`config.mk`:
```
export PLATFORM = sky130hd
export DESIGN_NAME = prover_compute_v_inbuf
export DESIGN_NICKNAME = d
export VERILOG_FILES = /design/src/rtl/prover_compute_v_inbuf.sv
export SDC_FILE = /design/constraint.sdc
export NUM_CORES = 1
export LEC_CHECK = 0
export BUFFER_PORTS_ARGS = -buffer_cell sky130_fd_sc_hd__buf_2
export CAP_MARGIN = 20
export CELL_PAD_IN_SITES_DETAIL_PLACEMENT = 1
export CELL_PAD_IN_SITES_GLOBAL_PLACEMENT = 1
export CORE_ASPECT_RATIO = 0.9
export CORE_MARGIN = 10
export CORE_UTILIZATION = 46
export DETAILED_ROUTE_END_ITERATION = 6
export PLACE_DENSITY_LB_ADDON = 0.1
export SLEW_MARGIN = 20
export SYNTH_ARGS = -nofsm -noshare
export SYNTH_HDL_FRONTEND = slang
export SYNTH_SLANG_ARGS = --single-unit
```
`constraint.sdc`:
```
create_clock -name clk -period 4.2 [get_ports clk]
set_clock_uncertainty 0.05 [all_clocks]
set_input_delay 0.21 -clock clk [delete_from_list [all_inputs] [get_ports clk]]
set_output_delay 0.21 -clock clk [all_outputs]
set_load 0.02 [all_outputs]
```
`src/rtl/prover_compute_v_inbuf.sv`:
```
// Double-buffered feeder for the per-input V shift-register bank: fills a shadow buffer, swaps it into
// in_vals when the bank is idle, and sequences restart/tau/en per round. Optional: PROVER_V_INBUF_RANGE_CHECK_EN.
`ifndef F_NBITS
`define F_NBITS 61
`endif
`ifndef F_Q
`define F_Q 61'h1FFFFFFFFFFFFFFF
`endif

module prover_compute_v_inbuf #(
  parameter int unsigned nCopyBits = 2,
  parameter int unsigned nCopies   = 1 << nCopyBits
) (
  input  logic                                clk,
  input  logic                                rstb,
  input  logic                                wr_en,
  input  logic [`F_NBITS-1:0]                 wr_data,
  output logic                                wr_ready,
  input  logic [`F_NBITS-1:0]                 tau_in,
  input  logic                                tau_valid,
  output logic                                tau_ready,
  input  logic                                sr_ready,
  output logic [nCopies-1:0][`F_NBITS-1:0]    in_vals,
  output logic [`F_NBITS-1:0]                 tau,
  output logic [`F_NBITS-1:0]                 m_tau_p1,
  output logic                                sr_restart,
  output logic                                sr_en,
  output logic [nCopyBits-1:0]                round,
  output logic                                busy,
  output logic                                done_pulse,
  output logic                                wr_err
);
  localparam int unsigned FW = `F_NBITS;
  localparam int unsigned PW = nCopyBits;
  localparam logic [FW-1:0] FQ = FW'(`F_Q);
  localparam logic [PW-1:0] LAST_PTR   = PW'(nCopies - 1);
  localparam logic [PW-1:0] LAST_ROUND = PW'(nCopyBits - 1);

  // Elaboration guard: the bank needs at least two rounds and nCopies must track nCopyBits.
  if (nCopyBits < 2 || nCopies != (32'd1 << nCopyBits)) begin : g_bad_param
    $error("prover_compute_v_inbuf: nCopyBits must be >= 2 and nCopies must equal 1 << nCopyBits");
  end

  typedef enum logic [2:0] {
    S_IDLE,
    S_RESTART,
    S_WAIT_TAU,
    S_STEP,
    S_WAIT_DONE
  } state_t;

  state_t                         state_q, state_d;
  logic [nCopies-1:0][FW-1:0]     shadow_q, shadow_d;
  logic [nCopies-1:0][FW-1:0]     active_q, active_d;
  logic [PW-1:0]                  wr_ptr_q, wr_ptr_d;
  logic                           shadow_full_q, shadow_full_d;
  logic [FW-1:0]                  tau_q, tau_d;
  logic [FW-1:0]                  m_tau_p1_q, m_tau_p1_d;
  logic                           sr_restart_q, sr_restart_d;
  logic                           sr_en_q, sr_en_d;
  logic [PW-1:0]                  round_q, round_d;
  logic                           done_q, done_d;
  logic                           sr_ready_dly_q;
  logic                           wr_fire;
  logic                           sr_rise;

  assign wr_fire = wr_en & ~shadow_full_q;
  assign sr_rise = sr_ready & ~sr_ready_dly_q;

  always_comb begin
    state_d       = state_q;
    shadow_d      = shadow_q;
    active_d      = active_q;
    wr_ptr_d      = wr_ptr_q;
    shadow_full_d = shadow_full_q;
    tau_d         = tau_q;
    m_tau_p1_d    = m_tau_p1_q;
    round_d       = round_q;
    done_d        = 1'b0;

    if (wr_fire) begin
      shadow_d[wr_ptr_q] = wr_data;
      wr_ptr_d           = wr_ptr_q + PW'(1);
      if (wr_ptr_q == LAST_PTR) shadow_full_d = 1'b1;
    end

    case (state_q)
      S_IDLE: begin
        if (shadow_full_q && sr_ready) begin
          active_d      = shadow_q;
          shadow_full_d = 1'b0;
          round_d       = '0;
          state_d       = S_RESTART;
        end
      end
      S_RESTART: state_d = S_WAIT_TAU;
      S_WAIT_TAU: begin
        if (tau_valid && sr_ready) begin
          tau_d = tau_in;
          // 0 and 1 are special-cased so F_Q + 1 - tau never needs a final reduction.
          if (tau_in == '0)            m_tau_p1_d = FW'(1);
          else if (tau_in == FW'(1))   m_tau_p1_d = '0;
          else                         m_tau_p1_d = FQ + FW'(1) - tau_in;
          state_d = S_STEP;
        end
      end
      S_STEP: state_d = S_WAIT_DONE;
      S_WAIT_DONE: begin
        if (sr_rise) begin
          if (round_q == LAST_ROUND) begin
            state_d = S_IDLE;
            done_d  = 1'b1;
          end else begin
            round_d = round_q + PW'(1);
            state_d = S_WAIT_TAU;
          end
        end
      end
      default: state_d = S_IDLE;
    endcase

    sr_restart_d = (state_d == S_RESTART);
    sr_en_d      = (state_d == S_STEP);
  end

  always_ff @(posedge clk or negedge rstb) begin
    if (!rstb) begin
      state_q        <= S_IDLE;
      shadow_q       <= '0;
      active_q       <= '0;
      wr_ptr_q       <= '0;
      shadow_full_q  <= 1'b0;
      tau_q          <= '0;
      m_tau_p1_q     <= FW'(1);
      sr_restart_q   <= 1'b0;
      sr_en_q        <= 1'b0;
      round_q        <= '0;
      done_q         <= 1'b0;
      sr_ready_dly_q <= 1'b1;
    end else begin
      state_q        <= state_d;
      shadow_q       <= shadow_d;
      active_q       <= active_d;
      wr_ptr_q       <= wr_ptr_d;
      shadow_full_q  <= shadow_full_d;
      tau_q          <= tau_d;
      m_tau_p1_q     <= m_tau_p1_d;
      sr_restart_q   <= sr_restart_d;
      sr_en_q        <= sr_en_d;
      round_q        <= round_d;
      done_q         <= done_d;
      sr_ready_dly_q <= sr_ready;
    end
  end

`ifdef PROVER_V_INBUF_RANGE_CHECK_EN
  // Sticky flag for out-of-field writes; the value is still stored.
  logic wr_err_q, wr_err_d;
  assign wr_err_d = wr_err_q | (wr_fire & (wr_data >= FQ));
  always_ff @(posedge clk or negedge rstb) begin
    if (!rstb) wr_err_q <= 1'b0;
    else       wr_err_q <= wr_err_d;
  end
  assign wr_err = wr_err_q;
`else
  assign wr_err = 1'b0;
`endif

  assign wr_ready   = ~shadow_full_q;
  assign tau_ready  = (state_q == S_WAIT_TAU) & sr_ready;
  assign in_vals    = active_q;
  assign tau        = tau_q;
  assign m_tau_p1   = m_tau_p1_q;
  assign sr_restart = sr_restart_q;
  assign sr_en      = sr_en_q;
  assign round      = round_q;
  assign busy       = (state_q != S_IDLE);
  assign done_pulse = done_q;

endmodule
```
==> results of run 1 <==
-- cell families (layout without fill, tap and decap cells) --
logic type,count (synthesis),after routing,share of synthesized area
fa+ha+maj,7,7,0.00358
simple gates,1103,1103,0.183
flops,622,622,0.636
other cells,1,7,0.000153
compound gates,95,95,0.0303
xor+xnor,41,41,0.0147
buf+inv,130,781,0.0205
mux,244,244,0.112
-- critical path, stage by stage --
cell	delay, ns
dlygate4sd3_1	0.54
buf_2	0.16
nor4_2	0.69
nand2_1	0.30
or4_1	0.73
o41a_1	0.66
buf_4	0.31
a32o_1	0.25
-- flip-flops by register name, indices dropped and copies added, names as in the netlist --
signal	flops
round	2
sr_restart	1
done_pulse	1
in_vals	244
sr_en	1
shadow_full_q	1
tau	61
state_q	3
shadow_q	244
m_tau_p1	61
sr_ready_dly_q	1
wr_ptr_q	2
-- area by class of cell --
type | instances | area (µm²) | area share
flip-flops and latches | 622 | 15600 | 0.497
multi-input cells | 1491 | 8480 | 0.271
repair buffers | 650 | 4050 | 0.129
clock buffers | 94 | 1910 | 0.0610
well taps | 697 | 872 | 0.0278
clock inverters | 27 | 382 | 0.0122
inverters | 10 | 45.0 | 0.00144
diodes | 6 | 15.0 | 0.000479
-- how the worst min path moves through the flow --
stage / from / endpoint / slack [ns] / cells after the start
floorplan: rstb / done_pulse / -0.14 / 0
global placement: sr_ready / sr_ready_dly_q / 0.29 / 1
detailed placement: sr_ready / sr_ready_dly_q / 0.30 / 1
CTS: tau_valid / tau[4] / 0.06 / 4
global route: tau_valid / tau[29] / 0.11 / 4
finish: tau_valid / tau[24] / 0.09 / 4
-- routing by layer --
metal  GRT usage  up-vias
li1            -     8555
met1       0.304     9844
met2       0.438      525
met3      0.0704      170
met4       0.111        2
met5           0        -
-- power by group through the flow --
stage                     clock network [mW]  logic (mW)  registers (mW)
after floorplan                            0        3.63            12.0
after global placement                     0        8.51            10.4
after detailed placement                   0        8.86            10.5
after CTS                               6.30        9.04            10.5
after global routing                    6.56        9.76            10.8
final                                   6.18        8.91            10.5
-- metrics by stage --
step / std cells / hold WS (ns) / power [mW]
after global routing: 3596 / 0.110 / 27.1
after floorplan: 2243 / -0.136 / 15.6
after detailed placement: 3344 / 0.305 / 19.4
after CTS: 3590 / 0.0551 / 25.8
final: 3597 / 0.0927 / 25.6
after global placement: 3343 / 0.294 / 18.9
-- cells in the final DEF (no fill, tap or decap), types with 10 or more instances in the layout --
cell type      netlist  final
a22o_1              13     13
a32o_1              17     17
buf_2                2    499
buf_4                1     18
clkbuf_1            89     15
clkbuf_16            0     68
clkbuf_8             0     11
clkinv_2             0     11
dfrtp_1            620    620
dlygate4sd3_1        0    125
mux2_2             244    244
nand2_1            961    955
nor2_1              16     16
nor3_1              20     20
nor4_1              23     22
o21ai_0             13     13
o31ai_1             40     40
or2_2               10     10
or3_1               22     22
or4_1               19     19
xnor2_1             24     24
xor2_1              17     17
==> qor.yml, run 1 <==
outcome:
  status: "finished, final reports clean"
sta:
  setup_viol: 0
  fin_crit_ns: 3.45
  hold_viol: 0
  final.setup.tns_ns: 0
  clock.fmax_ghz: 0.290
  maxSlewViolCount: 0
  timing.final.ws_setup_ns: 0.747
  post-route-period-util: 0.822
  tightest_slew_ns: 1.12
  slew_headroom: 0.257
  grt_setup_unrepaired: "no"
placement:
  io_buffers: 500
  dpl_cell_area_um2: 27700
  pre_cts_ws_ns: 0.804
  place_congestion: 0.885
  hpwl_um: 54400
synthesis:
  synthCells: 2243
  syn_avg_cell_area_um2: 10.9
  synth_flop_cell: "dfrtp_1"
  synth_seq_cells: 622
  synth_top_area_frac: 0.633
  yosysMostFrequentCell: "nand2_1"
  synth_common_cells: "nand2_1, dfrtp_1, mux2_2, clkbuf_1, o31ai_1"
  syn_area_um2: 24500
  ys_seq_area_frac: 0.636
  yosys-top-cells-area: "dfrtp_1, nand2_1, mux2_2"
  yosysTopAreaCell: "dfrtp_1"
  synth_fp_nets: 2377
  synth.distinct_cells: 48
  synth_warnings: 0
  postSynth.asyncResetShare: 1.00
  synth_edf_count: 0
route:
  vias: 19100
  routed.top_layer: "met5"
  drt-total-wl_um: 81900
  met3_length_um: 5110
  viasPerCell: 5.31
  dr.pass1.iters: 5
  antenna_left: 0
  drc_errors: 0
  post_drt_wl_per_cell_um: 22.8
  met2_length_um: 40800
  drt_iter0_markers: 1140
  wl_met1_um: 32400
die:
  io_pins: 502
  die_y_um: 239
  initial_core_util: 0.463
  fp.dieW_um: 263
  dieArea_um2: 62900
  coreArea_um2: 52900
  rows: 80
critical_path:
  rrSetupSlack_ns: 1.42
  startpoint_type: "input port"
  startpoint: "tau_in[25]"
  critPathKind: "input port to flip-flop"
  cp-endpoint: "m_tau_p1[49]"
  crit_arrival_ns: 3.87
  r2r_start: "state_q[1]"
  end_kind: "flip-flop"
  cp.required_ns: 4.62
  crit_fanout: 20
  ff2ff_path_depth: 7
  r2r_end: "in_vals[171]"
finish:
  nNetsFinal: 2975
  utilization: 0.593
  area_growth_syn_to_layout_pct: 27.8
  postLayoutCellArea_um2: 31300
  drive_above_1_share: 0.312
  num-fill-cells: 5722
run:
  cap_violations: 0
clock_network:
  cts.sinks: 622
  clk_path_buf_depth: 3
  numCtsBuffers: 66
  cts-resized-gates: 0
  post_cts.repair.setup_buffers: 0
  root_buffer: "clkbuf_16"
  insertion_delay_ns: 0.60
  cts.htree.levels: 3
  clk_pin_slew_ns: 0.06
  cts_tree: "yes"
  cts_hold_buf: 125
global_routing:
  antenna_found_initial: 6
  grt_start_max_net_pins: 135
  grt_pass1_vias: 21400
  grt_overflow: 0
  grt_util_all_layers: 0.258
  grt_pass1_wl_um: 128000
pwr:
  pwr-share-clk: 0.241
  irDropWorstVdd_mv: 0.499
  cellPowerDensity_nw_per_um2: 817
  switchingPower_mw: 9.83
  leakage_nw: 16.1
  p_seq_frac: 0.410
  combPwrFrac: 0.348
  internal_power_mw: 15.8
  switching_share: 0.384
worst_hold_path:
  hp-class: "input port to flip-flop"
No activity file was read; power rests on OpenSTA's default activity.
==> run 2, diff against run 1 <==
ABC_AREA = 1   (was unset)
CORE_UTILIZATION = 37   (was 46)
clock period = 3.1 ns   (was 4.2 ns; I/O delays follow)
==> run 2 against run 1 <==
  * Synthesized cell count rose by 27%
  * Non-clock buffer count rose by 1
  * Area after synthesis rose by 1.9%
  * Final area rose by 1.7%
  * Die area rose by 24%
  * Worst setup slack got worse by 0.34 ns
  * Clock-buffer cell count rose by 10
  * Critical path depth fell by 3
  * Highest routed layer is now met4
==> qor.yml, run 2 <==
pwr:
  cellPowerDensity_nw_per_um2: 1060  # was 817 nW/µm²
  irDropWorstVdd_mv: 0.476  # was 0.499 mV
  leakage_nw: 17.3  # was 16.1 nW
  totalPowerFinal_mw: 33.6  # was 25.6 mW
synthesis:
  postSynth.asyncResetShare: 1.00  # unchanged
  synth_top_area_frac: 0.621  # was 0.633
  synth_warnings: 0  # unchanged
  synth.distinct_cells: 32  # was 48
  synthCells: 2851  # was 2243
  synth_common_cells: "nand2_1, dfrtp_1, o21ai_0, inv_1, nor2_1"  # was nand2_1, dfrtp_1, mux2_2, clkbuf_1, o31ai_1
  yosys-top-cells-area: "dfrtp_1, nand2_1, o21ai_0"  # was dfrtp_1, nand2_1, mux2_2
  synth_fp_nets: 2985  # was 2377
  syn_avg_cell_area_um2: 8.76  # was 10.9 µm²
  yosysTopAreaCell: "dfrtp_1"  # unchanged
  syn_area_um2: 25000  # was 24500 µm²
  synth_flop_cell: "dfrtp_1"  # unchanged
  synth_edf_count: 0  # unchanged
  synth_seq_cells: 622  # unchanged
  ys_seq_area_frac: 0.623  # was 0.636
  yosysMostFrequentCell: "nand2_1"  # unchanged
outcome:
  status: "finished, final reports clean"  # unchanged
sta:
  final.setup.tns_ns: 0  # unchanged
  tightest_slew_ns: 1.12  # about the same
  grt_setup_unrepaired: "no"  # unchanged
  hold_viol: 0  # unchanged
  maxSlewViolCount: 0  # unchanged
  slew_headroom: 0.252  # was 0.257
  setup_viol: 0  # unchanged
  fin_crit_ns: 2.69
  post-route-period-util: 0.867
  clock.fmax_ghz: 0.372
die:
  coreArea_um2: 67000  # was 52900 µm²
  initial_core_util: 0.373  # was 0.463
  dieArea_um2: 78300  # was 62900 µm²
  fp.dieW_um: 294  # was 263 µm
  die_y_um: 266  # was 239 µm
  rows: 90  # was 80
  io_pins: 502  # unchanged
route:
  viasPerCell: 4.83  # was 5.31
  dr.pass1.iters: 5  # unchanged
  drt_iter0_markers: 1199  # was 1140
  vias: 21100  # was 19100
  drc_errors: 0  # unchanged
  drt-total-wl_um: 86800  # was 81900 µm
  antenna_left: 0  # unchanged
  post_drt_wl_per_cell_um: 19.9  # was 22.8 µm
finish:
  layout_commonest_cell: "nand2_1"  # unchanged
  utilization: 0.475  # was 0.593
  nNetsFinal: 3575  # was 2975
  postLayoutCellArea_um2: 31800  # was 31300 µm²
  drive_above_1_share: 0.195  # was 0.312
  most-common-layout-cells: "nand2_1, dfrtp_1, buf_2"  # unchanged
  area_growth_syn_to_layout_pct: 27.5  # was 27.8%
critical_path:
  crit_fanout: 101  # was 20
  r2r_start: "state_q[2]"  # was state_q[1]
  critPathKind: "flip-flop to flip-flop"  # was input port to flip-flop
  cp.required_ns: 3.47  # was 4.62 ns
  rrSetupSlack_ns: 0.41  # was 1.42 ns
  end_kind: "flip-flop"  # unchanged
  ff2ff_path_depth: 5  # was 7
  crit_arrival_ns: 3.05  # was 3.87 ns
  startpoint_type: "flip-flop"  # was input port
  r2r_end: "tau[53]"  # was in_vals[171]
placement:
  hpwl_um: 60000  # was 54400 µm
  io_buffers: 500  # unchanged
  place_congestion: 0.893  # was 0.885
  dpl_cell_area_um2: 28300  # was 27700 µm²
clock_network:
  cts_tree: "yes"  # unchanged
  numCtsBuffers: 70  # was 66
  insertion_delay_ns: 0.60  # about the same
  cts.htree.levels: 3  # unchanged
  cts.sinks: 622  # unchanged
  clk_path_buf_depth: 3  # unchanged
  root_buffer: "clkbuf_16"  # unchanged
  clk_pin_slew_ns: 0.06  # about the same
  post_cts.repair.setup_buffers: 0  # unchanged
global_routing:
  grt_pass1_vias: 22800  # was 21400
  grt_overflow: 0  # unchanged
  grt_util_all_layers: 0.220  # was 0.258
  grt_start_max_net_pins: 214  # was 135
  antenna_found_initial: 2  # was 6
  grt_pass1_wl_um: 136000  # was 128000 µm
run:
  cap_violations: 0  # unchanged
worst_hold_path:
  hp-class: "input port to asynchronous set/reset pin"  # was input port to flip-flop
[run 2: cell types whose count changed in the layout (fill, tap and decap cells not counted), sizes merged, moves of 13 or more]
cell   change
nor2     +128
or4       -20
o21ai    +330
a32o      -17
o31ai     -39
xnor2     -24
inv      +145
nand2    +404
nor4      -24
nor3      -19
a22o      -13
or3       -23
nand3     +30
mux2     -244
[run 2: final cells by class]
cell class / count / area [µm²]
clock inverter: 17 / 163
sequential: 622 / 15600
tap: 874 / 1090
antenna: 2 / 5.00
timing repair buffer: 651 / 4110
inverter: 158 / 598
multi-input combinational: 1938 / 8170
clock buffer: 104 / 2120
fill: 7900 / 35200
[run 2: timing repair]
item | in CTS | in global routing
gates resized for setup | 0 | 0
endpoints found under the hold margin | 621 | 0
hold buffers | 126 | 0
[run 2: through the flow]
| step | hold slack (ns) | worst slack, ns | std cells |
|---|---|---|---|
| after floorplan | -0.191 | 1.41 | 2851 |
| after global placement | 0.0624 | 0.512 | 4117 |
| after detailed placement | 0.0638 | 0.370 | 4117 |
| after CTS | 0.0216 | 0.377 | 4364 |
| after global routing | 0.0310 | 0.158 | 4365 |
| final | 0.0227 | 0.412 | 4366 |
[run 2: per-layer routing]
metal,global-route usage,vias to the layer above,part of all wire
li1,-,9995,-
met1,0.284,10500,0.44
met2,0.368,472,0.48
met3,0.0480,120,0.056
met4,0.0633,0,0.027
met5,0,-,0
[run 2: worst max path at each step]
| stage | start | end | cells past startpoint | slack (ns) |
|---|---|---|---|---|
| floorplan | state_q[2] | m_tau_p1[26] | 8 | 1.41 |
| global placement | state_q[2] | m_tau_p1[39] | 6 | 0.51 |
| detailed placement | state_q[2] | tau[1] | 5 | 0.37 |
| CTS | state_q[2] | tau[1] | 5 | 0.38 |
| global route | state_q[2] | tau[34] | 6 | 0.16 |
| finish | state_q[2] | tau[53] | 5 | 0.41 |
[run 2: logic make-up (layout without fill, tap and decap cells)]
group	Yosys count	after routing	share of synthesized area
compound gates	350	350	0.0719
xor+xnor	23	23	0.00807
fa+ha+maj	7	7	0.00351
buf+inv	291	930	0.0509
flops	622	622	0.623
other cells	1	3	0.000150
simple gates	1557	1557	0.242
[run 2: critical path: stages, from the launching register on]
cell and delay, ns:
dfrtp_1 0.50, nor3_4 0.10, nand2_4 0.09, buf_4 0.65, buf_4 0.83, o21ai_0 0.23
[run 2: where the power goes]
part / switching (mW) / leakage, nW / internal (mW)
Clock: 3.39 / 1.13 / 4.91
Sequential: 2.46 / 7.92 / 11.7
Combinational: 7.61 / 8.28 / 3.48
Total: 13.5 / 17.3 / 20.1
